[src/rtl/uart_report_sequencer.sv]
// uart_report_sequencer: turns each DHT11 sample into an 11-byte "H:hh T:tt\r\n" report sent through uart_tx.
// Ports: clk, rst (async, active-high); sample_valid/humidity/temperature from the sampler;
// tx_busy in and tx_start/tx_data out to uart_tx; report_busy, overrun and timeout_err status.
module uart_report_sequencer #(
  parameter int BUSY_TIMEOUT = 64,
  parameter int REPORT_LEN = 11
) (
  input  logic       clk,
  input  logic       rst,
  input  logic       sample_valid,
  input  logic [7:0] humidity,
  input  logic [7:0] temperature,
  input  logic       tx_busy,
  output logic       tx_start,
  output logic [7:0] tx_data,
  output logic       report_busy,
  output logic       overrun,
  output logic       timeout_err
);
  typedef enum logic [2:0] {IDLE, LOAD, START, WAIT_BUSY, WAIT_DONE} state_t;
  localparam int CW = $clog2(BUSY_TIMEOUT + 1);
  localparam logic [CW-1:0] LAST_CNT = CW'(BUSY_TIMEOUT - 1);
  localparam logic [3:0] LAST_IDX = 4'(REPORT_LEN - 1);
  state_t state;
  logic [CW-1:0] cnt;
  logic [3:0] idx, h_tens, h_ones, t_tens, t_ones;
  logic [7:0] pend_h, pend_t, src_h, src_t, sel_byte;
  logic pend_full;
  function automatic logic [3:0] tens(input logic [7:0] v);
    logic [7:0] c;
    c = (v > 8'd99 ? 8'd99 : v) / 8'd10;
    return c[3:0];
  endfunction
  function automatic logic [3:0] ones(input logic [7:0] v);
    logic [7:0] c;
    c = (v > 8'd99 ? 8'd99 : v) % 8'd10;
    return c[3:0];
  endfunction
  // A waiting sample always goes ahead of one arriving in the same cycle.
  assign src_h = pend_full ? pend_h : humidity;
  assign src_t = pend_full ? pend_t : temperature;
  assign report_busy = state != IDLE;
  always_comb begin
    sel_byte = 8'h0A;
    case (idx)
      4'd0: sel_byte = 8'h48;
      4'd1, 4'd6: sel_byte = 8'h3A;
      4'd2: sel_byte = {4'h3, h_tens};
      4'd3: sel_byte = {4'h3, h_ones};
      4'd4: sel_byte = 8'h20;
      4'd5: sel_byte = 8'h54;
      4'd7: sel_byte = {4'h3, t_tens};
      4'd8: sel_byte = {4'h3, t_ones};
      4'd9: sel_byte = 8'h0D;
      default: sel_byte = 8'h0A;
    endcase
  end
  always_ff @(posedge clk or posedge rst) begin
    if (rst) begin
      state <= IDLE;
      cnt <= '0;
      idx <= '0;
      {h_tens, h_ones, t_tens, t_ones} <= '0;
      {pend_h, pend_t, pend_full} <= '0;
      {tx_start, tx_data, overrun, timeout_err} <= '0;
    end else begin
      tx_start <= 1'b0;
      overrun <= 1'b0;
      timeout_err <= 1'b0;
      // A sample lands in the slot while busy, or in IDLE when the slot is being drained this cycle.
      if (sample_valid && (state != IDLE || pend_full)) begin
        pend_h <= humidity;
        pend_t <= temperature;
        pend_full <= 1'b1;
        overrun <= pend_full && state != IDLE;
      end else if (state == IDLE && pend_full) begin
        pend_full <= 1'b0;
      end
      case (state)
        IDLE: if (sample_valid || pend_full) begin
          h_tens <= tens(src_h);
          h_ones <= ones(src_h);
          t_tens <= tens(src_t);
          t_ones <= ones(src_t);
          state <= LOAD;
        end
        LOAD: begin
          tx_data <= sel_byte;
          state <= START;
        end
        START: if (!tx_busy) begin
          tx_start <= 1'b1;
          cnt <= '0;
          state <= WAIT_BUSY;
        end
        WAIT_BUSY: if (tx_busy) begin
          state <= WAIT_DONE;
        end else if (cnt == LAST_CNT) begin
          timeout_err <= 1'b1;
          idx <= '0;
          state <= IDLE;
        end else begin
          cnt <= cnt + CW'(1);
        end
        WAIT_DONE: if (!tx_busy) begin
          idx <= idx == LAST_IDX ? 4'd0 : idx + 4'd1;
          state <= idx == LAST_IDX ? IDLE : LOAD;
        end
        default: state <= IDLE;
      endcase
    end
  end
endmodule

[config.mk]
export PLATFORM = sky130hd
export DESIGN_NAME = uart_report_sequencer
export DESIGN_NICKNAME = d
export VERILOG_FILES = /design/src/rtl/uart_report_sequencer.sv
export SDC_FILE = /design/constraint.sdc
export NUM_CORES = 1
export LEC_CHECK = 0
export ABC_AREA = 1
export ABC_CLOCK_PERIOD_IN_PS = 4600
export BUFFER_PORTS_ARGS = -buffer_cell sky130_fd_sc_hd__buf_4
export CAP_MARGIN = 20
export CORE_ASPECT_RATIO = 0.75
export CORE_MARGIN = 2
export CORE_UTILIZATION = 55
export CTS_CLUSTER_SIZE = 8
export DETAILED_ROUTE_END_ITERATION = 7
export GPL_ROUTABILITY_DRIVEN = 0
export PLACE_DENSITY = 0.75
export SLEW_MARGIN = 20
export SYNTH_ARGS = -nofsm -noshare
export SYNTH_HDL_FRONTEND = slang
export SYNTH_SLANG_ARGS = --single-unit
[constraint.sdc]
create_clock -name clk -period 4.6 [get_ports clk]
set_input_delay 0.23 -clock clk [delete_from_list [all_inputs] [get_ports clk]]
set_output_delay 0.23 -clock clk [all_outputs]
set_load 0.03 [all_outputs]
==> After elaboration in Yosys (flattened, before gate mapping) <==
Index checks and enable logic that the tools add are counted.
{ "classes": {"add_sub_neg": 2, "div": 4, "order_cmp": 2, "eq_ne": 22, "muxes": 29, "n_reduce_logical": 16} }
{ "op_table": {"columns": ["operator", "count"], "rows": [
  ["case mux 7 bit (9 select lines)", 1],
  ["two-way mux 8 bit", 4],
  ["two-way mux 7 bit", 3],
  ["divider 8 x 4 -> 8 bit, second input constant", 2],
  ["equality test 4 x 3 -> 1 bit, second input constant", 4],
  ["greater-than comparator 8 x 7 -> 1 bit, second input constant", 2],
  ["remainder unit 8 x 4 -> 8 bit, second input constant", 2],
  ["two-way mux 4 bit", 4],
  ["two-way mux 3 bit", 5],
  ["case mux 3 bit (5 select lines)", 1],
  ["case mux 7 bit (2 select lines)", 1],
  ["equality test 4 bit, second input constant", 3],
  ["AND reduction 4 bit", 3],
  ["inequality test 2 bit, second input constant", 5],
  ["two-way mux 1 bit", 9],
  ["equality test 4 x 2 -> 1 bit, second input constant", 2],
  ["case mux 4 bit (2 select lines)", 1],
  ["adder 7 x 1 -> 7 bit, second input constant", 1],
  ["equality test 7 x 6 -> 1 bit, second input constant", 1],
  ["equality test 3 x 2 -> 1 bit, second input constant", 2],
  ["nonzero test 2 bit", 3],
  ["adder 4 x 1 -> 4 bit, second input constant", 1],
  ["equality test 4 x 1 -> 1 bit, second input constant", 1],
  ["zero test 4 bit", 1],
  ["10 further kinds", 13]
]} }
{ "totals": {"reg_bits": 58, "inputBits": 20, "out_inout_bits": 12, "word_cells": 89} }

==> Logic depth before layout (Yosys ltp) <==
Gate-level depths: netlist of the first run.
{ "depth": {"depth_word": 4, "depth_mapped": 26, "ltp_nobuf": 26} }

==> Worst setup path before layout of the first run <==
Ideal clock, no wire load.
{ "synth_path": {"path_kind": "register -> register", "startpoint": "register pend_full", "endpoint": "register t_ones[3]", "setup_ns": 0.116, "t_arrival_ns": 2.211, "required_time_ns": 4.484, "setup_slack_ns": 2.273, "path_stages_with_launch": 23, "n_path_buf": 1, "synth_period_minus_slack_ns": 2.327, "cell_sequence": "dfrtp_1 -> buf_6 -> nand2_1 -> nand2_2 -> nor2_4 -> nand2_4 -> nand3_2 -> nand2_1 -> nand2_1 -> nor2_1 -> o21ai_0 -> nand2_1 -> nand2_4 -> nand2_1 -> nand2_1 -> inv_1 -> ha_1 -> nand3_1 -> nand2_1 -> nand2_1 -> nand2_1 -> nand2_1 -> nand2_1"} }
{ "synth_via": {"elab_chain_cells": 4, "word_cells_on_any_way": 6, "classes_between": "1 x div; 1 x order compare; 2 x mux; 2 x reduce/logical"} }
{ "synth_rtl": {"columns": ["item", "line_no", "rtl"], "rows": [
  ["start, declared", "28", "logic pend_full;"],
  ["start signal, assigned", "64", "{pend_h, pend_t, pend_full} <= '0;"],
  ["start signal, assigned", "74", "pend_full <= 1'b1;"],
  ["start signal, assigned", "77", "pend_full <= 1'b0;"],
  ["two-way mux 8 bit", "41", "assign src_t = pend_full ? pend_t : temperature;"],
  ["greater-than comparator 8 x 7 -> 1 bit", "36", "c = (v > 8'd99 ? 8'd99 : v) % 8'd10;"],
  ["two-way mux 8 bit", "36", null],
  ["remainder unit 8 x 4 -> 8 bit", "36", null],
  ["end signal, assigned", "84", "t_ones <= ones(src_t);"],
  ["end, declared", "26", "logic [3:0] idx, h_tens, h_ones, t_tens, t_ones;"]
]} }
Several ways; a longest one is shown, not always the timed one.
A chain may end at the register's enable or synchronous reset.

==> Worst setup path after layout of the first run <==
Ends and elaborated chain as after synthesis.

==> results of run 1 <==
-- sequential cells by signal (all words and copies together) (netlist names) --
register and cells:
pend_full 1, overrun 1, h_ones 4, t_ones 4, tx_start 1, tx_data 7
state 3, cnt 7, pend_t 8, t_tens 4, h_tens 4, pend_h 8
idx 4, timeout_err 1
-- cell type report --
class                   count  area share (%)
flip-flops and latches     57            34.8
clock inverters             5            1.31
well taps                  81            2.47
clock buffers              11            3.70
inverters                  88            8.07
repair buffers             33            6.11
multi-input cells         336            43.5
-- logic make-up after synthesis --
| group | Yosys count | share of synthesized area [%] |
|---|---|---|
| flip-flops | 57 | 39.8 |
| AND/OR/NAND/NOR | 243 | 32.9 |
| other | 1 | 0.105 |
| AO/OA/AOI/OAI | 88 | 15.0 |
| adder cells (fa/ha/maj) | 3 | 1.05 |
| buffers and inverters | 98 | 10.8 |
| XOR/XNOR | 1 | 0.244 |
-- Yosys cell counts, types with 2 or more instances --
master	n
sky130_fd_sc_hd__a21oi_1	23
sky130_fd_sc_hd__nand3_2	6
sky130_fd_sc_hd__a2111oi_0	2
sky130_fd_sc_hd__o21a_1	3
sky130_fd_sc_hd__a21o_1	2
sky130_fd_sc_hd__a221oi_1	3
sky130_fd_sc_hd__a21oi_2	2
sky130_fd_sc_hd__ha_1	3
sky130_fd_sc_hd__clkbuf_1	6
sky130_fd_sc_hd__nor3_1	6
sky130_fd_sc_hd__o21ai_2	2
sky130_fd_sc_hd__nor2_2	2
sky130_fd_sc_hd__nand3_1	26
sky130_fd_sc_hd__o21ai_1	8
sky130_fd_sc_hd__and3_1	2
sky130_fd_sc_hd__nand3_4	2
sky130_fd_sc_hd__nand2_4	8
sky130_fd_sc_hd__o21ai_0	28
sky130_fd_sc_hd__nand2_2	19
sky130_fd_sc_hd__nor2_1	39
sky130_fd_sc_hd__inv_1	79
sky130_fd_sc_hd__nand2_1	126
sky130_fd_sc_hd__nor2_4	3
sky130_fd_sc_hd__o2111ai_1	2
sky130_fd_sc_hd__o22ai_1	4
sky130_fd_sc_hd__a211oi_1	2
sky130_fd_sc_hd__dfrtp_1	57
sky130_fd_sc_hd__nand4_1	2
sky130_fd_sc_hd__buf_6	2
sky130_fd_sc_hd__inv_2	8
-- worst max-delay path, stage by stage (launching register included) --
cell and delay (ns):
sky130_fd_sc_hd__dfrtp_1 1.00, sky130_fd_sc_hd__inv_2 0.21, sky130_fd_sc_hd__nand2_1 0.15, sky130_fd_sc_hd__nand2_2 0.10, sky130_fd_sc_hd__nor2_4 0.17, sky130_fd_sc_hd__nand2_4 0.09, sky130_fd_sc_hd__nand3_2 0.11, sky130_fd_sc_hd__nand2_1 0.08
sky130_fd_sc_hd__nand2_1 0.10, sky130_fd_sc_hd__nor2_1 0.05, sky130_fd_sc_hd__o21ai_0 0.14, sky130_fd_sc_hd__nand2_1 0.14, sky130_fd_sc_hd__nand2_4 0.12, sky130_fd_sc_hd__nand2_1 0.08, sky130_fd_sc_hd__nand2_1 0.06, sky130_fd_sc_hd__inv_1 0.05
sky130_fd_sc_hd__ha_1 0.18, sky130_fd_sc_hd__nand3_1 0.08, sky130_fd_sc_hd__nand2_1 0.05, sky130_fd_sc_hd__nand2_1 0.05, sky130_fd_sc_hd__nand2_1 0.04, sky130_fd_sc_hd__nand2_1 0.05, sky130_fd_sc_hd__nand2_1 0.04
-- layer usage --
layer,GRT usage [%],vias up
met2,37.8,84
met4,8.64,0
met1,31.8,1445
li1,-,1626
met5,0,-
met3,4.85,14
-- final timing paths --
kind,cells past startpoint,slack [ns],start,endpoint
min reg2reg,1,0.48,tx_data[6],tx_data[6]
max reg2reg,22,1.32,pend_full,t_ones[3]
min,2,0.12,tx_busy,tx_start
max,22,1.32,pend_full,t_ones[3]
min in group asynchronous,3,0.43,rst,cnt[2]
max in group asynchronous,4,3.34,rst,pend_t[2]
-- per-stage QoR --
| step | hold WS (ns) | area, µm² | power [µW] | utilization (%) | setup WS [ns] |
|---|---|---|---|---|---|
| floorplan | 0.332 | 3580 | 2450 | - | 2.27 |
| global placement | 0.251 | 3870 | 2760 | 61.3 | 1.49 |
| detailed placement | 0.255 | 3870 | 2840 | 61.3 | 1.39 |
| CTS | 0.104 | 4090 | 3350 | 64.7 | 1.36 |
| global route | 0.117 | 4100 | 3680 | 64.8 | 0.991 |
| finish | 0.124 | 4100 | 3340 | 64.8 | 1.32 |
-- power by group through the flow --
stage / combinational [µW] / sequential [µW] / clock (µW)
after floorplan: 1620 / 824 / 0
after global placement: 1950 / 816 / 0
after detailed placement: 2020 / 818 / 0
after CTS: 2030 / 813 / 504
after global routing: 2320 / 838 / 519
final: 2030 / 817 / 491
-- what timing repair did --
item                       in CTS  in global routing
hold endpoints to repair       19                  0
hold buffers                    1                  0
resized for setup               0                  0
setup endpoints to repair       0                  0
==> implementation parameters, run 1 <==
Parameter                              Value

Final layout
  Storage element area ... 0.00143 mm²
  Final-layout fill cell count ... between 500 and 600
  Synth-to-layout area growth ... 14.2%
  Footprint of the multi-input gates ... 0.00178 mm²
  Number of inserted diodes ... 0
  Number of nets in the finished design ... between 500 and 600
  Most common cell after layout, fill and taps aside ... sky130_fd_sc_hd__nand2_1
  Highest-count cells in the layout ignoring fill and taps ... sky130_fd_sc_hd__nand2_1, sky130_fd_sc_hd__inv_1, sky130_fd_sc_hd__dfrtp_1
  Share of layout cells above drive strength 1 ... 19.8%
  Number of standard cells in the final layout excluding fillers ... between 600 and 700

Power and ir drop
  Combinational group share of total power ... around 61%
  Pwr per Cell Area ... slightly above 800 mW/mm²
  Sequential group share of total power ... roughly a quarter
  Max VDD drop ... 0.710 mV
  Net Sw Power ... between 1500 and 2000 µW
  Clock network fraction of total power ... between 10% and 20%
  Switching share of power ... between 50% and 60%
  Int Pwr ... 1650 µW
  Static Leakage ... roughly 0.0022 µW

Floorplanning
  Starting Density ... a little under three fifths
  Width of the chip ... approximately 100 µm
  I/O pin cnt ... 32
  Height of the die ... between 70 and 80 µm
  Row count ... 25
  Standard cell core area ... between 0.006 and 0.007 mm²
  Die area ... 0.00719 mm²

Route
  Routed wire per std cell ... roughly 12 µm
  Count of nets left with antenna violations after detail routing ... 0
  Detail Route met2 WL ... roughly 3.3 mm
  Routed length on met3 ... between 300 and 400 µm
  First drt pass iteration count ... 6
  Met1 WL ... 3.82 mm
  Post-route DRC violation count ... 0
  Count of vias placed by the detailed router ... 3,169
  Drt via density ... a little over 5
  Starting DRC count in detailed routing ... a little under 200
  Final wirelength ... 7.60 mm
  Max Used Layer ... met4

Clock network
  Number of sinks handled by clock tree synthesis ... 57
  Maximum count of clock buffers along a single path ... 2
  Number of buffers inserted by post-CTS setup repair ... 0
  CTS Root Buffer Type ... sky130_fd_sc_hd__clkbuf_8
  CTS clk-pin slew, worst paths ... 0.07 ns
  Clock latency at the later pin of the worst-skew pair ... between 0.3 and 0.4 ns
  Number of levels in the clock H-tree ... 3
  Number of buffers created by CTS ... 9
  Clock tree from TritonCTS ... done

Worst setup path
  Kind of end point of the critical path ... flip-flop
  Critical path start-end classification ... reg -> reg
  Crit path DAT ... approximately 3.5 ns
  Type of origin of the critical path ... flip-flop
  Data required time of the critical path ... 4.83 ns
  Worst Path Max Fanout ... 30

GRT
  Vias in the first global route ... between 2,000 and 3,000
  First-pass GRT wire length ... 13.4 mm
  Pin count of the biggest net entering global routing ... 39
  All-Layer GR Usage ... 23.4%
  Total grt overflow ... 0
  Number of antenna violations at the first check in global routing ... 0

Job
  Count of maximum capacitance violations ... 0

Synth
  Average cell area after synthesis ... roughly 7.3 µm²
  Area contributors post-synth ... sky130_fd_sc_hd__dfrtp_1, sky130_fd_sc_hd__nand2_1, sky130_fd_sc_hd__inv_1
  Sequential fraction of the synthesis area ... roughly 40%
  Yosys warning total ... 0
  Synthesized instance count ... between 400 and 500
  Proportion of netlist area held by the largest area contributor ... 39.8%
  Top cell type by total area after synthesis ... sky130_fd_sc_hd__dfrtp_1
  Count of flip-flops with a built-in enable after synthesis ... 0
  Post-Syn Area ... between 0.003 and 0.004 mm²
  Yosys reg bits ... 57
  Most used flip-flop cell after synthesis ... sky130_fd_sc_hd__dfrtp_1
  Number of distinct library cell variants in the gate-level netlist after synthesis ... 44
  Net count after synthesis ... approximately 510
  Async S/R FF share, synth ... 100%

STA
  Final cycle utilization of the critical path ... 71.2%
  Total negative slack for setup checks ... 0 ns
  Hold Fails Final Rpt ... 0
  Worst max-slew margin expressed relative to the limit ... 33.7%
  Number of endpoints failing setup at the final stage ... 0
  Layout Skew ... 0.00690 ns
  Unrepaired setup endpoints after global routing ... no
  F_max ... 0.305 GHz
  Shortest clock period the worst path allows after layout ... approximately 3.3 ns
  Slew Limit Fails ... 0
  Slew of the pin with the lowest slew margin ... between 0.9 and 1 ns

Placed design
  Placed cell count ... between 500 and 600
  Number of port buffers ... 30
  Total half-perimeter wirelength after legalization and detailed placement ... between 5 and 6 mm

Worst hold path
  Worst min-delay path category ... in -> reg

Outcome
  Outcome ... completed
(Power assumes the default switching activity.)
==> run 2: changes to the inputs <==
--- a/config.mk
+++ b/config.mk
@@ -5,8 +5,8 @@
 export SDC_FILE = /design/constraint.sdc
 export NUM_CORES = 1
 export LEC_CHECK = 0
-export ABC_AREA = 1
-export ABC_CLOCK_PERIOD_IN_PS = 4600
+export ABC_AREA = 0
+export ABC_CLOCK_PERIOD_IN_PS = 3100
 export BUFFER_PORTS_ARGS = -buffer_cell sky130_fd_sc_hd__buf_4
 export CAP_MARGIN = 20
 export CORE_ASPECT_RATIO = 0.75
@@ -15,7 +15,7 @@
 export CTS_CLUSTER_SIZE = 8
 export DETAILED_ROUTE_END_ITERATION = 7
 export GPL_ROUTABILITY_DRIVEN = 0
-export PLACE_DENSITY = 0.75
+export PLACE_DENSITY = 0.74
 export SLEW_MARGIN = 20
 export SYNTH_ARGS = -nofsm -noshare
 export SYNTH_HDL_FRONTEND = slang
==> constraint.sdc (replaced) <==
create_clock -name clk -period 3.1 [get_ports clk]
set_input_delay 0.155 -clock clk [delete_from_list [all_inputs] [get_ports clk]]
set_output_delay 0.155 -clock clk [all_outputs]
set_load 0.03 [all_outputs]
==> run 2 against run 1 <==
Via count grew 1.5%; setup slack lost 1.1 ns; die area up 3.5%; synthesized area grew 3.7%; sequential cell count did not move; sequential power grew 59%; clock-buffer cell count fell by 1; critical endpoint is now t_ones[2]; final cell count is 16% lower; non-clock buffer count is 13 higher; largest power group unchanged.
==> implementation parameters, run 2 <==
Parameter                              Value

Clock network
  CTS clk-pin slew, worst paths ... 0.06 ns (about the same)
  Number of levels in the clock H-tree ... 3 (unchanged)
  Clock tree from TritonCTS ... done
  CTS Root Buffer Type ... sky130_fd_sc_hd__clkbuf_8
  Clock latency at the later pin of the worst-skew pair ... 0.34 ns (about the same)
  Maximum count of clock buffers along a single path ... 2 (unchanged)
  Number of sinks handled by clock tree synthesis ... 57 (unchanged)
  Number of buffers created by CTS ... 9 (unchanged)
  Number of buffers inserted by post-CTS setup repair ... 0 (unchanged)

Synth
  Sequential fraction of the synthesis area ... 38.4% (-1.4 points)
  Synthesized instance count ... 390 (-21%)
  Count of flip-flops with a built-in enable after synthesis ... 0 (unchanged)
  Commonest cells post-synth ... sky130_fd_sc_hd__dfrtp_1, sky130_fd_sc_hd__nand2_1, sky130_fd_sc_hd__nor2_1, sky130_fd_sc_hd__mux2_2, sky130_fd_sc_hd__a21oi_1
  Yosys warning total ... 0 (unchanged)
  Top cell type by total area after synthesis ... sky130_fd_sc_hd__dfrtp_1
  Post-Syn Area ... 0.00372 mm² (+3.7%)
  Yosys reg bits ... 57 (unchanged)
  Async S/R FF share, synth ... 100% (unchanged)
  Proportion of netlist area held by the largest area contributor ... 38.4% (-1.4 points)
  Most used flip-flop cell after synthesis ... sky130_fd_sc_hd__dfrtp_1
  Number of distinct library cell variants in the gate-level netlist after synthesis ... 70 (+59%)
  Net count after synthesis ... 413 (-20%)
  Average cell area after synthesis ... 9.53 µm² (+31%)
  Area contributors post-synth ... sky130_fd_sc_hd__dfrtp_1, sky130_fd_sc_hd__mux2_2, sky130_fd_sc_hd__nand2_1
  Dominant cell by count in the synthesized netlist ... sky130_fd_sc_hd__dfrtp_1

Floorplanning
  Row count ... 25 (unchanged)
  Height of the die ... 75.2 µm (+1.7%)
  Width of the chip ... 98.9 µm (+1.7%)
  I/O pin cnt ... 32 (unchanged)
  Die area ... 0.00744 mm² (+3.5%)
  Starting Density ... 58.0% (+1.2 points)
  Standard cell core area ... 0.00641 mm² (+1.5%)

Worst setup path
  Crit path DAT ... 3.10 ns (-0.41 ns)
  Worst R2R Setup Slack ... 0.23 ns (-1.09 ns)
  Startpoint of the most critical register-to-register path ... pend_full
  Critical path start-end classification ... reg -> reg
  Type of origin of the critical path ... flip-flop
  Reg2Reg Depth ... 9 (-59%)
  Capturing point of the worst reg2reg path ... t_ones[2]
  Worst Path Max Fanout ... 16 (-47%)
  Kind of end point of the critical path ... flip-flop
  Data required time of the critical path ... 3.34 ns (-1.49 ns)
  Source of the critical timing path ... pend_full

GRT
  Vias in the first global route ... 2,962 (+0.44%)
  All-Layer GR Usage ... 24.0% (+0.63 points)
  Pin count of the biggest net entering global routing ... 34 (-13%)
  Total grt overflow ... 0 (unchanged)
  Number of antenna violations at the first check in global routing ... 0 (unchanged)
  First-pass GRT wire length ... 14.2 mm (+5.3%)

Placed design
  Placed cell count ... 494 (-17%)
  Total half-perimeter wirelength after legalization and detailed placement ... 5.99 mm (+4.4%)
  Number of port buffers ... 30 (unchanged)

Route
  Drt via density ... 6.30 (+21%)
  Routed wire per std cell ... 16.2 µm (+30%)
  Count of vias placed by the detailed router ... 3,218 (+1.5%)
  Max Used Layer ... met4
  Detail Route met2 WL ... 3.79 mm (+15%)
  Post-route DRC violation count ... 0 (unchanged)
  Routed length on met3 ... 498 µm (+44%)
  Final wirelength ... 8.30 mm (+9.1%)
  Count of nets left with antenna violations after detail routing ... 0 (unchanged)
  First drt pass iteration count ... 5 (-1)
  Starting DRC count in detailed routing ... 203 (+2.5%)
  Met1 WL ... 3.91 mm (+2.4%)

Final layout
  Number of inserted diodes ... 0 (unchanged)
  Largest regs ... pend_h x8, pend_t x8
  Final-layout fill cell count ... 525 (-7.6%)
  Share of layout cells above drive strength 1 ... 26.5% (+6.7 points)
  Synth-to-layout area growth ... 14.2% (about the same)
  Number of nets in the finished design ... 448 (-18%)
  Number of standard cells in the final layout excluding fillers ... 511 (-16%)
  Highest-count cells in the layout ignoring fill and taps ... sky130_fd_sc_hd__dfrtp_1, sky130_fd_sc_hd__buf_4, sky130_fd_sc_hd__nand2_1
  Most common cell after layout, fill and taps aside ... sky130_fd_sc_hd__dfrtp_1

STA
  Shortest clock period the worst path allows after layout ... 2.87 ns (-0.411 ns)
  Slew of the pin with the lowest slew margin ... 0.661 ns (-0.333 ns)
  Number of endpoints failing setup at the final stage ... 0 (unchanged)
  Slew Limit Fails ... 0 (unchanged)
  Total negative slack for setup checks ... 0 ns (unchanged)
  Final cycle utilization of the critical path ... 92.4% (+21 points)
  Hold Fails Final Rpt ... 0 (unchanged)
  Layout Skew ... 0.00887 ns (+0.00197 ns)
  Worst max-slew margin expressed relative to the limit ... 55.8% (+22 points)
  Hold slack ... 0.0329 ns (-0.0908 ns)
  Unrepaired setup endpoints after global routing ... no
  F_max ... 0.349 GHz (+14%)

Power and ir drop
  Pwr per Cell Area ... 1040 mW/mm² (+28%)
  Max VDD drop ... 0.457 mV (-36%)
  Total chip power ... 4430 µW (+33%)
  Static Leakage ... 0.00174 µW (-21%)

Worst hold path
  Destination of the worst hold path ... timeout_err
  Hold path depth ... 2 (unchanged)
  Worst min-delay path category ... in -> reg
  Beginning of the worst hold path ... tx_busy

Job
  Count of maximum capacitance violations ... 0 (unchanged)

Outcome
  Outcome ... completed
==> run 2: how the worst max path moves through the flow <==
stage / endpoint / slack [ns] / cells after the start
2_1_floorplan: h_ones[3] / 0.60 / 11
3_3_place_gp: t_ones[2] / 0.44 / 9
3_5_place_dp: t_ones[2] / 0.32 / 9
4_1_cts: t_ones[2] / 0.31 / 9
5_1_grt: t_ones[2] / 0.10 / 9
6_report: t_ones[2] / 0.23 / 9
==> run 2: cells by family after synthesis <==
| kind of cell | share of synthesized area [%] |
|---|---|
| compound gates | 21.1 |
| xor+xnor | 2.36 |
| fa+ha+maj | 1.28 |
| buf+inv | 4.17 |
| flops | 38.4 |
| mux | 15.4 |
| other cells | 0.101 |
| simple gates | 17.1 |
==> run 2: critical path: stages, from the launching register on <==
cell	delay, ns
sky130_fd_sc_hd__dfrtp_2	0.63
sky130_fd_sc_hd__buf_4	0.29
sky130_fd_sc_hd__mux2i_4	0.39
sky130_fd_sc_hd__o21ai_0	0.24
sky130_fd_sc_hd__o2111ai_1	0.25
sky130_fd_sc_hd__a21oi_1	0.11
sky130_fd_sc_hd__a21oi_2	0.22
sky130_fd_sc_hd__ha_1	0.29
sky130_fd_sc_hd__a211o_1	0.26
sky130_fd_sc_hd__o311ai_1	0.08
==> run 2: routing by layer <==
layer  vias up  GRT usage [%]
met1      1547           33.6
li1       1543              -
met3        14           5.94
met2       114           37.3
met4         0           7.76
met5         -              0
==> run 2: what timing repair did <==
action | 4_1_cts | 5_1_grt
hold endpoints to repair | 24 | 0
hold buffers | 1 | 0
setup endpoints to repair | 0 | 0
resized for setup | 0 | 0
==> run 2: report_power, final <==
| part | leakage (µW) | internal [µW] | switching [µW] | total (µW) |
|---|---|---|---|---|
| logic | 0.000935 | 1040 | 1340 | 2380 |
| registers | 0.000700 | 998 | 302 | 1300 |
| clock network | 0.000106 | 448 | 300 | 748 |
==> run 2: final cells by class <==
class,count,area [µm²],share of cell area (%)
Inverter,6,22.5,0.531
Sequential cell,57,1430,33.6
Clock inverter,6,82.6,1.95
Clock buffer,10,128,3.01
Tap cell,81,101,2.39
Multi-Input combinational cell,305,2130,50.3
Timing Repair Buffer,46,348,8.20
==> run 2: metrics by stage <==
stage | utilization (%) | instance area (µm²) | worst slack [ns]
2_1_floorplan | - | 3720 | 0.597
3_3_place_gp | 62.8 | 4020 | 0.445
3_5_place_dp | 62.8 | 4020 | 0.322
4_1_cts | 66.2 | 4240 | 0.309
5_1_grt | 66.2 | 4240 | 0.102
6_report | 66.2 | 4240 | 0.234
